===== config.mk =====
export PLATFORM = sky130hd
export DESIGN_NAME = stream_argmax_flat
export DESIGN_NICKNAME = d
export VERILOG_FILES = /design/src/rtl/stream_argmax_if.sv /design/src/rtl/stream_argmax.sv /design/src/flat_wrapper.sv
export SDC_FILE = /design/constraint.sdc
export NUM_CORES = 1
export LEC_CHECK = 0
export ABC_AREA = 1
export CORE_MARGIN = 1
export CORE_UTILIZATION = 48
export DETAILED_ROUTE_END_ITERATION = 7
export PLACE_DENSITY = 0.85
export SYNTH_ARGS = -nofsm -noshare
export SYNTH_HDL_FRONTEND = slang
export SYNTH_SLANG_ARGS = --single-unit

===== constraint.sdc =====
create_clock -name clk -period 1.83 [get_ports clk]
set_clock_uncertainty 0.2 [all_clocks]
set_input_delay 0.2745 -clock clk [delete_from_list [all_inputs] [get_ports clk]]
set_output_delay 0.2745 -clock clk [all_outputs]
set_load 0.01 [all_outputs]

===== src/rtl/stream_argmax_if.sv =====
// Handshake bundle for stream_argmax: score beats in, winning value/index out.
interface stream_argmax_if #(
    parameter int BIT_WIDTH   = 8,
    parameter int INDEX_WIDTH = 4
);
    logic                          in_valid;
    logic                          in_ready;
    logic signed [BIT_WIDTH-1:0]   in_data;
    logic                          out_valid;
    logic                          out_ready;
    logic signed [BIT_WIDTH-1:0]   out_val;
    logic [INDEX_WIDTH-1:0]        out_idx;
    logic                          busy;

    modport slave (
        input  in_valid, in_data, out_ready,
        output in_ready, out_valid, out_val, out_idx, busy
    );

    modport master (
        output in_valid, in_data, out_ready,
        input  in_ready, out_valid, out_val, out_idx, busy
    );
endinterface


===== src/rtl/stream_argmax.sv =====
// Streaming argmax: tracks the running signed maximum of NUM_INPUTS beats and
// presents the winning value and arrival index on a valid/ready result port.
module stream_argmax #(
    parameter int BIT_WIDTH   = 8,
    parameter int NUM_INPUTS  = 10,
    parameter int INDEX_WIDTH = 4
) (
    input  logic               clk,
    input  logic               rst_n,
    stream_argmax_if.slave     bus
);
    typedef enum logic [1:0] {
        IDLE  = 2'd0,
        ACCUM = 2'd1,
        DONE  = 2'd2
    } state_t;

    localparam logic [INDEX_WIDTH-1:0] LAST_IDX = INDEX_WIDTH'(NUM_INPUTS - 1);
    localparam logic [INDEX_WIDTH-1:0] ONE_IDX  = INDEX_WIDTH'(1);
    localparam logic [INDEX_WIDTH-1:0] ZERO_IDX = {INDEX_WIDTH{1'b0}};
    localparam logic [BIT_WIDTH-1:0]   ZERO_VAL = {BIT_WIDTH{1'b0}};

    state_t                      state_r;
    logic [INDEX_WIDTH-1:0]      count_r;
    logic signed [BIT_WIDTH-1:0] best_val_r;
    logic [INDEX_WIDTH-1:0]      best_idx_r;
    logic signed [BIT_WIDTH-1:0] out_val_r;
    logic [INDEX_WIDTH-1:0]      out_idx_r;
    logic                        out_valid_r;
    logic                        in_ready_r;
    logic                        busy_r;

    logic                        accept_s;
    logic signed [BIT_WIDTH-1:0] win_val_s;
    logic [INDEX_WIDTH-1:0]      win_idx_s;

    assign bus.in_ready  = in_ready_r;
    assign bus.out_valid = out_valid_r;
    assign bus.out_val   = out_val_r;
    assign bus.out_idx   = out_idx_r;
    assign bus.busy      = busy_r;

    // Pairwise compare of current best against the incoming score; ties go to the newer beat.
    always_comb begin
        accept_s  = bus.in_valid && in_ready_r;
        win_val_s = best_val_r;
        win_idx_s = best_idx_r;
        if (best_val_r > $signed(bus.in_data)) begin
            win_val_s = best_val_r;
            win_idx_s = best_idx_r;
        end else begin
            win_val_s = $signed(bus.in_data);
            win_idx_s = count_r;
        end
    end

    // Vector FSM: first beat seeds the best, later beats compare, last beat publishes.
    always_ff @(posedge clk or negedge rst_n) begin
        if (!rst_n) begin
            state_r     <= IDLE;
            count_r     <= ZERO_IDX;
            best_val_r  <= ZERO_VAL;
            best_idx_r  <= ZERO_IDX;
            out_val_r   <= ZERO_VAL;
            out_idx_r   <= ZERO_IDX;
            out_valid_r <= 1'b0;
            in_ready_r  <= 1'b1;
            busy_r      <= 1'b0;
        end else begin
            case (state_r)
                IDLE: begin
                    if (accept_s) begin
                        best_val_r <= $signed(bus.in_data);
                        best_idx_r <= ZERO_IDX;
                        count_r    <= ONE_IDX;
                        busy_r     <= 1'b1;
                        state_r    <= ACCUM;
                    end
                end
                ACCUM: begin
                    if (accept_s) begin
                        best_val_r <= win_val_s;
                        best_idx_r <= win_idx_s;
                        // Count saturates at the last index so it never wraps within a vector.
                        if (count_r == LAST_IDX) begin
                            out_val_r   <= win_val_s;
                            out_idx_r   <= win_idx_s;
                            out_valid_r <= 1'b1;
                            in_ready_r  <= 1'b0;
                            state_r     <= DONE;
                        end else begin
                            count_r <= count_r + ONE_IDX;
                        end
                    end
                end
                DONE: begin
                    if (bus.out_ready) begin
                        out_valid_r <= 1'b0;
                        count_r     <= ZERO_IDX;
                        in_ready_r  <= 1'b1;
                        busy_r      <= 1'b0;
                        state_r     <= IDLE;
                    end
                end
                default: begin
                    out_valid_r <= 1'b0;
                    count_r     <= ZERO_IDX;
                    in_ready_r  <= 1'b1;
                    busy_r      <= 1'b0;
                    state_r     <= IDLE;
                end
            endcase
        end
    end
endmodule


===== src/flat_wrapper.sv =====
// flat-port wrapper written by rule: the top's interface ports become plain ports
module stream_argmax_flat 
#(
    parameter int BIT_WIDTH   = 8,
    parameter int NUM_INPUTS  = 10,
    parameter int INDEX_WIDTH = 4
)
  (clk, rst_n, bus_in_valid, bus_in_data, bus_out_ready, bus_in_ready, bus_out_valid, bus_out_val, bus_out_idx, bus_busy);
  stream_argmax_if #(.BIT_WIDTH(BIT_WIDTH), .INDEX_WIDTH(INDEX_WIDTH)) bus_i ();
  input  logic clk;
  input  logic rst_n;
  input wire logic [$bits(bus_i.in_valid)-1:0] bus_in_valid;
  input wire logic [$bits(bus_i.in_data)-1:0] bus_in_data;
  input wire logic [$bits(bus_i.out_ready)-1:0] bus_out_ready;
  output wire logic [$bits(bus_i.in_ready)-1:0] bus_in_ready;
  output wire logic [$bits(bus_i.out_valid)-1:0] bus_out_valid;
  output wire logic [$bits(bus_i.out_val)-1:0] bus_out_val;
  output wire logic [$bits(bus_i.out_idx)-1:0] bus_out_idx;
  output wire logic [$bits(bus_i.busy)-1:0] bus_busy;
  assign bus_i.in_valid = bus_in_valid;
  assign bus_i.in_data = bus_in_data;
  assign bus_i.out_ready = bus_out_ready;
  assign bus_in_ready = bus_i.in_ready;
  assign bus_out_valid = bus_i.out_valid;
  assign bus_out_val = bus_i.out_val;
  assign bus_out_idx = bus_i.out_idx;
  assign bus_busy = bus_i.busy;
  stream_argmax #(.BIT_WIDTH(BIT_WIDTH), .NUM_INPUTS(NUM_INPUTS), .INDEX_WIDTH(INDEX_WIDTH)) u_core (.clk(clk), .rst_n(rst_n), .bus(bus_i));
endmodule

==> flow_summary.ini, run 1 <==
[floorplanning]
die_area_um2 = 4183
core-area_um2 = 3716
chipHeight_um = 64.68
die_w_um = 64.68
start_util_pct = 50.74
io_pins = 27
row_count = 22

[yosys]
synthAdderAreaFrac_pct = 6.636
synthSimpleGateAreaFrac_pct = 33.58
synthTopCellsByArea = dfrtp_1 42%, nand2_1 19%, ha_1 6.6%
synth.distinct_cells = 23
syn_area_per_cell_um2 = 7.453
syn_inst = 253
syn-num-nets = 275
synth_compound_area_share_pct = 6.304
synth-xor-area-share_pct = 0.9290
netlist_area_um2 = 1886
synth_top_area_share_pct = 42.47
ys_seq_area_share_pct = 43.86
synth_mux_area_share_pct = 0
synth_top_cell_by_area = dfrtp_1
ys_ff_latch = 33
synth_top_family_by_area = simple AND/OR/NAND/NOR gates
yosysWarnings = 0

[worst_setup_path]
critical_path_arrival_ps = 2010
end_kind = flop
startpoint_type = flop
path_max_fanout = 6
required_ps = 1810
rr_worst_depth = 13
regToRegEndpoint = u_core.best_val_r[5]
r2r_setup_slack_ps = -200
reg2reg_from = u_core.best_val_r[2]
path_class = reg -> reg
startpoint = u_core.best_val_r[2]

[global_routing]
grt_pass1_wl_mm = 8.569
grt-ovfl-total = 0
antenna_found_initial = 0
grt_pass1_vias = 1944
grt_max_degree = 22
grt_usage_pct = 27.09

[timing]
fin_crit_ps = 2027
finalCritPeriodShare_pct = 110.8
tns_ps = -3423
worst_pin_slew_ps = 514.5
hold_violations = 0
slew_headroom_pct = 65.66
timing.final.ws_setup_ps = -196.9
setup_viol = 24
timing.fmax_mhz = 493.4
slew_violations = 0
rsz0062_at_grt = yes

[status]
violations = negative setup slack
status = finished, violations left

[final_layout]
diodes = 0
final_nets = 330
layout_commonest_cell = nand2_1
regArea_um2 = 827.0
final_cell_mix = 75 x nand2_1, 32 x dfrtp_1, 24 x inv_1
multi_input_area_um2 = 1120
final_util_pct = 73.27
fillers = 268
instances_no_fill = 356
drive_gt1_share_pct = 28.25
area_delta_synth_final_pct = 44.39

[clock_network]
clk_pin_slew_worst_paths_ps = 70
cts_max_level = 2
cts_tree = done
cts_buffers = 5
cts_sinks = 33
root_buffer = clkbuf_8
clock_latency_ps = 280
ctsHoldBuffers = 0
clock_path_buffers = 2

[drt]
ant_nets = 0
wl_per_cell_um = 14.81
vias = 1956
drt_first_pass_iters = 7
drt-initial-drc-count = 125
vias_per_cell = 5.494
drcViolationCount = 0
wirelength_mm = 5.274

[power_and_ir_drop]
leakage_nw = 1.420
finalPower_mw = 4.629
vdd_drop_max_v = 0.0009757
power_density_nw_per_um2 = 1700

[placement]
placedCellCount = 340
port_buffers = 26
hpwl_mm = 3.450
finalWeightedCongestion = 0.9029
dp_slack_ps = -652.7

[min_path]
hold_path.class = in -> async

[run]
maxCapViolations = 0
==> cells in the mapped netlist <==
cell type / n
a21o_1: 1
a21oi_1: 10
buf_2: 5
buf_4: 1
buf_6: 1
clkbuf_1: 2
dfrtp_1: 32
dfstp_2: 1
ha_1: 10
inv_1: 28
inv_2: 2
nand2_1: 97
nand2_2: 1
nand3_1: 19
nand3_2: 2
nand4_1: 14
nor2_1: 11
nor2_2: 3
o211ai_1: 1
o21ai_0: 6
o21ai_1: 3
o32ai_1: 1
xor2_1: 2
==> layer usage <==
layer	global-route usage (%)	share of wire (%)	up-vias	wire length, um
met3	5.986	6.1	12	324
met1	31.91	38	942	2018
li1	-	-	921	-
met4	11.67	2.0	0	103
met5	0	0	-	0
met2	47.11	54	81	2827
==> where the power goes <==
| group | total [mW] | switching (mW) | internal [mW] |
|---|---|---|---|
| Sequential | 1.25 | 0.217 | 1.03 |
| Combinational | 2.82 | 1.57 | 1.25 |
| Clock | 0.556 | 0.257 | 0.298 |
==> critical path: stages (launching register included) <==
cell and delay (ps):
dfrtp_1 420, ha_4 290, nand2_2 40, inv_1 60, nand2_1 50, nand2_1 70, nand2_2 90, nand3_4 120
buf_6 110, nand3_4 120, nand2_2 120, nand3_2 100, nand2_2 80, nand2_2 40
==> area by class of cell <==
| type | count | area share [%] |
|---|---|---|
| repair buffers | 56 | 18.98 |
| inverters | 30 | 4.136 |
| multi-input cells | 182 | 41.13 |
| flip-flops and latches | 33 | 30.38 |
| well taps | 48 | 2.206 |
| clock buffers | 7 | 3.171 |
==> how the worst max path moves through the flow <==
stage | depth (start not counted) | end | slack (ps)
after detailed placement | 13 | u_core.best_val_r[2] | -650
after global placement | 13 | u_core.best_val_r[3] | -580
after floorplan | 14 | u_core.best_val_r[1] | 9
after CTS | 12 | u_core.best_idx_r[1] | -120
after global routing | 13 | u_core.bus.out_val[0] | -290
final | 13 | u_core.best_val_r[5] | -200
==> state kept, by name, indices dropped and copies added, names as in the netlist <==
name                  flops
u_core.bus.in_ready       1
u_core.bus.out_val        8
u_core.bus.out_valid      1
u_core.state_r            2
u_core.best_idx_r         4
u_core.bus.out_idx        4
u_core.best_val_r         8
u_core.bus.busy           1
u_core.count_r            4
==> what timing repair did <==
| action | CTS | global route |
|---|---|---|
| setup endpoints to repair | 25 | 24 |
| gates cloned | 4 | 0 |
| gates resized for setup | 45 | 24 |
| buffers inserted | 3 | 3 |
| pin swaps | 32 | 19 |
==> per-stage QoR <==
stage	instance area, um^2	hold slack, ps
final	2723	21.78
after global routing	2723	23.44
after CTS	2611	29.61
after detailed placement	2345	257.5
after global placement	2345	255.8
after floorplan	1898	-221.1
==> cell families after synthesis <==
group	Yosys count
adder cells (fa/ha/maj)	10
XOR/XNOR	2
buffers and inverters	39
AND/OR/NAND/NOR	147
AO/OA/AOI/OAI	22
flip-flops	33
(Power assumes the default switching activity.)
==> inputs of run 2 (changes only) <==
Settings changed: CTS_BUF_LIST from default to sky130_fd_sc_hd__clkbuf_4 sky130_fd_sc_hd__clkbuf_8.
==> run 2 against run 1 <==
  * The flow still finishes with violations (negative setup slack)
  * Worst setup slack lost 7.2 ps
  * Routed wire length shrank 1.9%
  * Register-to-register slack is essentially flat
  * Non-clock buffer count is the same
  * Combinational power is essentially flat
  * Total power is essentially flat
  * Core utilization grew 0.10 points
  * Cell area grew 0.14%
  * Via count shrank 1.3%
  * Sequential power is essentially flat
  * Cell count is the same
  * Worst hold slack gained 1.2 ps
==> flow_summary.ini, run 2 (synthesized netlist as in run 1, its figures left out) <==
[clock_network]
cts_max_level = 2
cts_sinks = 33
cts_buffers = 5
clock_path_buffers = 2
ctsHoldBuffers = 0
root_buffer = clkbuf_8
cts_tree = done
clock_latency_ps = 280
clk_pin_slew_worst_paths_ps = 70

[final_layout]
final_nets = 330
area_delta_synth_final_pct = 44.59
layout_commonest_cell = nand2_1
final_cell_mix = 75 x nand2_1, 32 x dfrtp_1, 24 x inv_1
drive_gt1_share_pct = 28.57
final_util_pct = 73.37
fillers = 269
diodes = 0

[timing]
timing.fmax_mhz = 491.6
hold_violations = 0
setup_viol = 24
fin_crit_ps = 2034
slew_headroom_pct = 65.29
rsz0062_at_grt = yes
finalCritPeriodShare_pct = 111.2
slew_violations = 0
timing.final.ws_setup_ps = -204.1
worst_pin_slew_ps = 520.1
tns_ps = -3480

[global_routing]
grt_pass1_vias = 1944
grt-ovfl-total = 0
grt_pass1_wl_mm = 8.569
antenna_found_initial = 0
grt_usage_pct = 27.09
grt_max_degree = 22

[power_and_ir_drop]
sequentialPowerShare_pct = 27.0
vdd_drop_max_v = 0.0009749
power_density_nw_per_um2 = 1698
sw_frac_of_total_pct = 43.99
clkPwrFrac_pct = 12.3
p_int_mw = 2.593
pwr-share-comb_pct = 60.7
leakage_nw = 1.424
power_switching_mw = 2.037

[floorplanning]
row_count = 22
core-area_um2 = 3716
die_w_um = 64.68
chipHeight_um = 64.68
start_util_pct = 50.74
io_pins = 27
die_area_um2 = 4183

[min_path]
hold_path.class = in -> async

[drt]
drt-initial-drc-count = 150
vias_per_cell = 5.421
ant_nets = 0
wl_per_cell_um = 14.54
vias = 1930
drt_first_pass_iters = 4
drcViolationCount = 0
wirelength_mm = 5.175

[placement]
finalWeightedCongestion = 0.9029
hpwl_mm = 3.450
port_buffers = 26

[status]
violations = negative setup slack
status = finished, violations left

[worst_setup_path]
end_kind = flop
r2r_setup_slack_ps = -200
required_ps = 1810
path_max_fanout = 6
path_class = reg -> reg
rr_worst_depth = 13
critical_path_arrival_ps = 2010
startpoint_type = flop
reg2reg_from = u_core.best_val_r[2]
regToRegEndpoint = u_core.best_val_r[5]

[run]
maxCapViolations = 0
## run 2: cell types whose count changed in the layout (fill, tap and decap cells not counted)
cell	change
clkbuf_4	+1
clkbuf_1	-1
## run 2: metrics by stage
stage / power (mW) / setup WS [ps] / instances / cell area, um^2 / hold slack [ps]
5_1_grt: 4.969 / -294.6 / 356 / 2726 / 23.44
3_3_place_gp: 3.291 / -575.0 / 340 / 2345 / 255.8
2_1_floorplan: 2.558 / 8.625 / 253 / 1898 / -221.1
4_1_cts: 4.364 / -117.3 / 354 / 2615 / 29.61
6_report: 4.630 / -204.1 / 356 / 2726 / 22.97
3_5_place_dp: 3.396 / -652.7 / 340 / 2345 / 257.5
## run 2: cell type report
cell class	count	area (um^2)	area share [%]
clock buffer	7	90.09	3.304
inverter	30	112.6	4.130
multi-input combinational	182	1120	41.07
sequential	33	827.0	30.34
tap	48	60.06	2.203
timing repair buffer	56	516.7	18.95
## run 2: repair_timing
item	CTS	global route
gates resized for setup	45	24
endpoints found under the hold margin	0	0
setup buffers	3	3
pin swaps	32	19
setup endpoints to repair	25	24
cloned	4	0
## run 2: worst max path at each step
stage                     slack (ps)                  from               endpoint
after floorplan                    9  u_core.best_val_r[3]   u_core.best_val_r[1]
after global placement          -580        bus_in_data[3]   u_core.best_val_r[3]
after detailed placement        -650        bus_in_data[5]   u_core.best_val_r[2]
after CTS                       -120  u_core.best_val_r[2]   u_core.best_idx_r[1]
after global routing            -290  u_core.best_val_r[2]  u_core.bus.out_val[0]
final                           -200  u_core.best_val_r[2]   u_core.best_val_r[5]
## run 2: per-layer routing
metal | GRT usage, % | share of wire (%)
met4 | 11.67 | 2.0
met1 | 31.91 | 39
met2 | 47.11 | 53
met3 | 5.986 | 5.3
met5 | 0 | 0
## run 2: critical path, cell delays in order (launching register included)
cell	delay, ps
dfrtp_1	420
ha_4	290
nand2_2	40
inv_1	60
nand2_1	50
nand2_1	80
nand2_2	90
nand3_4	120
buf_6	110
nand3_4	120
nand2_2	130
nand3_2	100
nand2_2	80
nand2_2	40
## run 2: power by group through the flow
stage	registers [mW]	logic [mW]	clock network [mW]
2_1_floorplan	1.27	1.29	0
3_3_place_gp	1.22	2.07	0
3_5_place_dp	1.23	2.17	0
4_1_cts	1.24	2.54	0.583
5_1_grt	1.28	3.08	0.611
6_report	1.25	2.81	0.569
